--- config.mk ---
export PLATFORM = sky130hd
export DESIGN_NAME = i2s_tx_dec2_flat
export DESIGN_NICKNAME = d
export VERILOG_FILES = /design/src/rtl/i2s_tx_dec2_if.sv /design/src/rtl/i2s_tx_dec2.sv /design/src/flat_wrapper.sv
export SDC_FILE = /design/constraint.sdc
export NUM_CORES = 1
export LEC_CHECK = 0
export CAP_MARGIN = 20
export CORE_ASPECT_RATIO = 1.2
export CORE_MARGIN = 3
export CORE_UTILIZATION = 45
export CTS_CLUSTER_DIAMETER = 150
export DETAILED_ROUTE_END_ITERATION = 6
export GPL_ROUTABILITY_DRIVEN = 0
export PLACE_DENSITY = 0.71
export SETUP_SLACK_MARGIN = 0.3
export SLEW_MARGIN = 0
export SYNTH_ARGS = -nofsm -noshare
export SYNTH_HDL_FRONTEND = slang
export SYNTH_SLANG_ARGS = --single-unit
--- constraint.sdc ---
create_clock -name AMCLK_i -period 8 [get_ports AMCLK_i]
set_input_delay 2.4 -clock AMCLK_i [delete_from_list [all_inputs] [get_ports AMCLK_i]]
set_output_delay 2.4 -clock AMCLK_i [all_outputs]
set_load 0.1 [all_outputs]
--- src/rtl/i2s_tx_dec2_if.sv ---
// Sample bus from the interpolator/reassembly stage into the I2S output stage.
// One-cycle valid strobe qualifies both channels; downsample_2x selects 2x decimation.
interface i2s_tx_dec2_if #(
  parameter int DATA_BITS = 24
);
  logic [DATA_BITS-1:0] APSDATA_LEFT_i;
  logic [DATA_BITS-1:0] APSDATA_RIGHT_i;
  logic                 APDATA_VALID_i;
  logic                 downsample_2x;

  modport master (
    output APSDATA_LEFT_i,
    output APSDATA_RIGHT_i,
    output APDATA_VALID_i,
    output downsample_2x
  );

  modport slave (
    input APSDATA_LEFT_i,
    input APSDATA_RIGHT_i,
    input APDATA_VALID_i,
    input downsample_2x
  );
endinterface

--- src/rtl/i2s_tx_dec2.sv ---
// Final audio output stage: optional 2x decimation, one-frame pending buffer and a
// free-running 64-BCK Philips I2S serialiser with BCK/WS derived from AMCLK.
module i2s_tx_dec2 #(
  parameter int BCK_DIV   = 2,
  parameter int DATA_BITS = 24
) (
  input  logic              AMCLK_i,
  input  logic              ARST_i,
  i2s_tx_dec2_if.slave      sbus,
  output logic              I2S_BCK,
  output logic              I2S_WS,
  output logic              I2S_DATA,
  output logic              UNDERRUN_o,
  output logic              OVERRUN_o
);

  localparam int DIV_W = (BCK_DIV > 1) ? $clog2(BCK_DIV) : 1;
  localparam int PAD_W = 32 - DATA_BITS;

  logic [DIV_W-1:0]     div_cnt;
  logic [5:0]           slot;
  logic                 ph;
  logic                 pend_flag;
  logic [DATA_BITS-1:0] pend_l;
  logic [DATA_BITS-1:0] pend_r;
  logic [DATA_BITS-1:0] frame_l;
  logic [DATA_BITS-1:0] frame_r;

  logic                 div_wrap;
  logic                 fall_evt;
  logic                 load_evt;
  logic                 capture;
  logic                 consume;
  logic [5:0]           slot_nxt;
  logic [DATA_BITS-1:0] frame_l_nxt;
  logic [DATA_BITS-1:0] frame_r_nxt;
  logic [63:0]          frame_word;
  logic                 data_nxt;
  logic                 ws_nxt;

  always_comb begin
    div_wrap = (div_cnt == DIV_W'(BCK_DIV - 1));
    fall_evt = div_wrap && I2S_BCK;
    slot_nxt = slot + 6'd1;
    load_evt = fall_evt && (slot_nxt == 6'd0);

    // Decimation keeps strobes 1, 3, 5... (ph is 0 on the kept ones).
    capture  = sbus.APDATA_VALID_i && (!sbus.downsample_2x || !ph);
    consume  = load_evt && pend_flag;

    // With no pending sample the last frame is simply repeated.
    frame_l_nxt = consume ? pend_l : frame_l;
    frame_r_nxt = consume ? pend_r : frame_r;

    // Slot k of the frame is bit 63-k of this word, so indexing with ~slot
    // gives MSB-first channels in zero-padded 32-bit slots.
    frame_word = {frame_l_nxt, {PAD_W{1'b0}}, frame_r_nxt, {PAD_W{1'b0}}};
    data_nxt   = frame_word[~slot_nxt];

    // WS leads the channel data by one BCK.
    ws_nxt = (slot_nxt >= 6'd31) && (slot_nxt <= 6'd62);
  end

  // NOTE: all state uses non-blocking assignments so every register samples
  // the pre-edge values computed above, regardless of statement order.
  always_ff @(posedge AMCLK_i) begin
    if (ARST_i) begin
      div_cnt    <= '0;
      I2S_BCK    <= 1'b0;
      I2S_WS     <= 1'b0;
      I2S_DATA   <= 1'b0;
      slot       <= 6'd63;
      ph         <= 1'b0;
      pend_flag  <= 1'b0;
      pend_l     <= '0;
      pend_r     <= '0;
      frame_l    <= '0;
      frame_r    <= '0;
      UNDERRUN_o <= 1'b0;
      OVERRUN_o  <= 1'b0;
    end else begin
      div_cnt <= div_wrap ? '0 : div_cnt + DIV_W'(1);
      if (div_wrap) begin
        I2S_BCK <= ~I2S_BCK;
      end

      if (fall_evt) begin
        slot     <= slot_nxt;
        I2S_WS   <= ws_nxt;
        I2S_DATA <= data_nxt;
      end

      if (load_evt) begin
        frame_l <= frame_l_nxt;
        frame_r <= frame_r_nxt;
      end

      if (sbus.APDATA_VALID_i) begin
        ph <= sbus.downsample_2x ? ~ph : 1'b0;
      end

      // A strobe coincident with the load refills pending after it is consumed.
      if (capture) begin
        pend_l    <= sbus.APSDATA_LEFT_i;
        pend_r    <= sbus.APSDATA_RIGHT_i;
        pend_flag <= 1'b1;
      end else if (consume) begin
        pend_flag <= 1'b0;
      end

      UNDERRUN_o <= load_evt && !pend_flag;
      OVERRUN_o  <= capture && pend_flag && !consume;
    end
  end

endmodule

--- src/flat_wrapper.sv ---
// flat-port wrapper written by rule: the top's interface ports become plain ports
module i2s_tx_dec2_flat 
#(
  parameter int BCK_DIV   = 2,
  parameter int DATA_BITS = 24
)
  (AMCLK_i, ARST_i, I2S_BCK, I2S_WS, I2S_DATA, UNDERRUN_o, OVERRUN_o, sbus_APSDATA_LEFT_i, sbus_APSDATA_RIGHT_i, sbus_APDATA_VALID_i, sbus_downsample_2x);
  i2s_tx_dec2_if #(.DATA_BITS(DATA_BITS)) sbus_i ();
  input  logic AMCLK_i;
  input  logic ARST_i;
  output logic I2S_BCK;
  output logic I2S_WS;
  output logic I2S_DATA;
  output logic UNDERRUN_o;
  output logic OVERRUN_o;
  input wire logic [$bits(sbus_i.APSDATA_LEFT_i)-1:0] sbus_APSDATA_LEFT_i;
  input wire logic [$bits(sbus_i.APSDATA_RIGHT_i)-1:0] sbus_APSDATA_RIGHT_i;
  input wire logic [$bits(sbus_i.APDATA_VALID_i)-1:0] sbus_APDATA_VALID_i;
  input wire logic [$bits(sbus_i.downsample_2x)-1:0] sbus_downsample_2x;
  assign sbus_i.APSDATA_LEFT_i = sbus_APSDATA_LEFT_i;
  assign sbus_i.APSDATA_RIGHT_i = sbus_APSDATA_RIGHT_i;
  assign sbus_i.APDATA_VALID_i = sbus_APDATA_VALID_i;
  assign sbus_i.downsample_2x = sbus_downsample_2x;
  i2s_tx_dec2 #(.BCK_DIV(BCK_DIV), .DATA_BITS(DATA_BITS)) u_core (.AMCLK_i(AMCLK_i), .ARST_i(ARST_i), .sbus(sbus_i), .I2S_BCK(I2S_BCK), .I2S_WS(I2S_WS), .I2S_DATA(I2S_DATA), .UNDERRUN_o(UNDERRUN_o), .OVERRUN_o(OVERRUN_o));
endmodule
Word level (Yosys, flattened, before mapping) --
Cells that the tools add are included.
Cells by class: add/subtract/negate cells 2, magnitude comparators 3, muxes and demuxes 7, bitwise logic cells 3, reduce and logical (&&, ||, !) cells 16
Operator list (number):
- $mux W24 | 2
- $logic_and A1 B1 Y1 | 8
- $lt A6 B7 Y1 const B | 1
- $add A6 B1 Y6 const B | 1
- $bmux W1 S6 | 1
- $ge A6 B5 Y1 const B | 1
- $le A6 B6 Y1 const B | 1
- $logic_not A6 Y1 | 1
- $not A6 Y6 | 1
- $logic_not A1 Y1 | 4
- $mux W1 | 4
- $not A1 Y1 | 2
- $reduce_bool A2 Y1 | 1
- $reduce_or A2 Y1 | 1
- $add A1 B1 Y1 const B | 1
- $logic_or A1 B1 Y1 | 1
Word-level totals: flip-flop bits (word level) 110, input port bits 52, output and inout bits 5, logic and storage cells 44

Longest topological paths before layout --
depth after elaboration 7, depth in mapped cells 11, depth with buffers taken out 9

Worst setup path after synthesis --
No wires, ideal clock.
path kind input port to flip-flop, start point in sbus_downsample_2x, end point reg u_core.pend_l[15], library setup time 70 ps, arrival time 3338 ps, required time 7930 ps, setup slack 4591 ps, cell stages on the path 6, buffers on the path 2, cells stage by stage nand2_1 > and2_1 > clkbuf_1 > buf_1 > nand2_1 > a21oi_1
On the way: longest elaborated chain between the ends 3
RTL lines:
- from (decl) | RTL line flat_wrapper.sv:19 | input wire logic [$bits(sbus_i.downsample_2x)-1:0] sbus_downsample_2x;
- $logic_not A1 Y1 | RTL line i2s_tx_dec2.sv:48 | capture = sbus.APDATA_VALID_i && (!sbus.downsample_2x || !ph);
- $logic_or A1 B1 Y1 | RTL line i2s_tx_dec2.sv:48
- $logic_and A1 B1 Y1 | RTL line i2s_tx_dec2.sv:48
- to (signal assigned) | RTL line i2s_tx_dec2.sv:104 | pend_l <= sbus.APSDATA_LEFT_i;
- to (decl) | RTL line i2s_tx_dec2.sv:24 | logic [DATA_BITS-1:0] pend_l;
No other way between the ends. A chain may end at the register's enable or synchronous reset.

Worst setup path after layout --
start point reg u_core.I2S_BCK, end point out I2S_BCK
RTL lines:
- from (decl) | RTL line i2s_tx_dec2.sv:10 | output logic I2S_BCK,
- from (signal assigned) | RTL line i2s_tx_dec2.sv:84 | I2S_BCK <= ~I2S_BCK;
- to (decl) | RTL line flat_wrapper.sv:11 | output logic I2S_BCK;
No word-level cell between the ends.

==> results.sh <==
export IMPL_status="finished clean"
export IMPL_diodes=0
export IMPL_coreArea_mm2=0.01016
export IMPL_leakage_nw=2.037
export IMPL_cts_clk_slew_worst_paths_ns=0.07
export IMPL_postCtsHoldBufs=0
export IMPL_clk_latency_ns=0.34
export IMPL_grt_busiest_layer="met2"
export IMPL_yosys_register_bits=110
export IMPL_clockRootBuffer="clkbuf_16"
export IMPL_via_per_inst=5.335
export IMPL_grt_start_max_net_pins=111
export IMPL_synth_cell_types=47
export IMPL_crit_path_start_kind="flip-flop"
export IMPL_ys_flop_type="dfxtp_1"
export IMPL_fp_dieArea_mm2=0.01189
export IMPL_met3_usage_pct=2.988
export IMPL_postCtsSetupBuffers=0
export IMPL_grtUsageMet2_pct=29.34
export IMPL_syn_area_mm2=0.004777
export IMPL_die_w_um=100.1
export IMPL_grt_usage_pct=17.84
export IMPL_die_y_um=118.9
export IMPL_clock_path_buffers=2
export IMPL_grt_util_met1_pct=23.08
export IMPL_power_per_cell_area_mw_per_mm2=215.2
export IMPL_synthCells=583
export IMPL_setup_violations=0
export IMPL_cts_buffers=9
export IMPL_peakVddDrop_mv=0.09257
export IMPL_synth_area_top_cells="dfxtp_1 46%, nand2_1 14%, a21oi_1 9.6%"
export IMPL_numPortBuffers=56
export IMPL_crit_type="reg2out"
export IMPL_critPathMaxFanout=6
export IMPL_hpwl_um=7085
export IMPL_slowest_delay_ns=1.17
export IMPL_synth_top_area_share_pct=46.10
export IMPL_cp_num_buf_inv=1
export IMPL_synth_most_common_cell="nand2_1"
export IMPL_final_nets=670
export IMPL_syn2layout_area_growth_pct=19.59
export IMPL_worst_ep_required_time_ns=5.60
export IMPL_layout_worst_path_cycle_share_pct=54.18
export IMPL_synth_nets=639
export IMPL_fmax_mhz=230.7
export IMPL_period_needed_ns=4.334
export IMPL_htree_levels=3
export IMPL_drc_errors=0
export IMPL_drt_pass1_iter_count=4
export IMPL_antenna_found_initial=0
export IMPL_synthTopCellsByCount="177 x nand2_1, 110 x dfxtp_1, 92 x a21oi_1"
export IMPL_drv_cap=0
export IMPL_synth_edf_count=0
export IMPL_finalSetupTns_ns=0
export IMPL_crit_slowest_cell="clkdlybuf4s50_1"
export IMPL_synth_warnings=0
export IMPL_syn_area_per_cell_um2=8.194
export IMPL_worstSetupEndpointType="primary output"
export IMPL_finalHoldViolations=0
export IMPL_rsz0062_at_grt="false"
export IMPL_arrival_ns=1.93
export IMPL_synth_seq_area_share_pct=46.10
export IMPL_cts_resized=0
export IMPL_hold_path_class="reg2reg"
export IMPL_synth_top_area_cell="dfxtp_1"
export IMPL_path_delay_family="buffers and inverters"
export IMPL_io_pins=57
export IMPL_clock_sinks=110
export IMPL_slew_viol_final=0
export IMPL_total_power_mw=1.229
export IMPL_ant_nets=0
export IMPL_drive_gt1_share_pct=6.634
export IMPL_grt_pass1_wl_um=17380
export IMPL_fin_skew_ns=0.004519
export IMPL_grt_pass1_vias=3750
export IMPL_worstMarginPinSlew_ns=1.138
export IMPL_num_vias=3969
export IMPL_drt_iter0_drc=189
export IMPL_ys_async_sr_fraction_pct=0
export IMPL_drt_total_wl_um=10500
export IMPL_grt_overflow_total=0
export IMPL_critical_path_cell_chain="clkdlybuf4s50_1"
export IMPL_row_count=40
export IMPL_relSlewSlack_pct=23.85
export IMPL_initial_utilization_pct=47.02
export IMPL_cts_tree="done"
export IMPL_post_drt_wl_per_cell_um=14.11
## power by group
part / switching, mW / leakage, nW / total [mW] / internal (mW)
combinational: 0.0956 / 0.979 / 0.167 / 0.0714
sequential: 0.0177 / 0.897 / 0.584 / 0.567
clock: 0.189 / 0.161 / 0.478 / 0.289
## kinds of logic after synthesis
logic type,count (synthesis),synth area share [%]
xor+xnor,10,1.834
simple gates,248,22.00
mux,40,10.32
fa+ha+maj,4,1.048
compound gates,125,14.67
buf+inv,46,4.033
flops,110,46.10
## cell type report
class                   count  area [um2]
fillers                   917        4447
multi-input cells         427        2389
flip-flops and latches    110        2202
repair buffers             63       630.6
clock buffers              11       252.7
well taps                 126       157.7
clock inverters             4       70.07
inverters                   3       11.26
## registers in the layout, summed over array words and instances, names as in the netlist, 6 cells and up
| register | flops |
|---|---|
| u_core.frame_r | 24 |
| u_core.pend_r | 24 |
| u_core.frame_l | 24 |
| u_core.slot | 6 |
| u_core.pend_l | 24 |
## metal layers
layer | share of wire, % | up-vias | wire length (um)
li1 | - | 2036 | -
met1 | 44 | 1845 | 4617
met2 | 51 | 73 | 5345
met3 | 3.3 | 15 | 346
met4 | 1.8 | 0 | 187
met5 | 0 | - | 0
## worst min-delay path: cells and delay by family, from the launching register on
kind               cells  cell delay (ns)
DFF                    1             0.31
and+or+nand+nor        1             0.05
AOI/OAI and AO/OA      1             0.05
## placed cells by master, fill, tap and decap left out, drive strengths merged, types with 3 or more instances in the layout
cell           count
nor2              32
and3               3
a211oi             4
clkdlybuf4s50     55
nand2b             5
nor3               5
nand2            177
dfxtp            110
buf                8
mux4               7
xor2               3
nor4b              3
nor4               3
a21oi             92
o21ai             11
nand3             10
nand4              4
ha                 4
xnor2              7
mux2i             29
clkbuf            11
clkinv             3
mux2               4
## worst paths after layout
kind	startpoint	endpoint	slack, ns	cells after the start
worst max-delay path	u_core.I2S_BCK	I2S_BCK	3.67	1
worst min-delay path	u_core.frame_r[13]	u_core.frame_r[13]	0.45	2
worst max register to register	u_core.slot[0]	u_core.I2S_DATA	4.10	10
worst min register to register	u_core.frame_r[13]	u_core.frame_r[13]	0.45	2
## through the flow
stage	area [um2]	worst slack, ns	cells	utilization [%]	hold WS, ns
6_report	5713	3.666	744	56.23	0.4487
5_1_grt	5713	3.617	744	56.23	0.4697
4_1_cts	5685	3.651	743	55.96	0.4490
3_5_place_dp	5363	4.027	728	52.78	0.4400
3_3_place_gp	5363	4.036	728	52.78	0.4377
2_1_floorplan	4777	4.591	583	-	0.4270
Power figures use the tool's default switching activity.
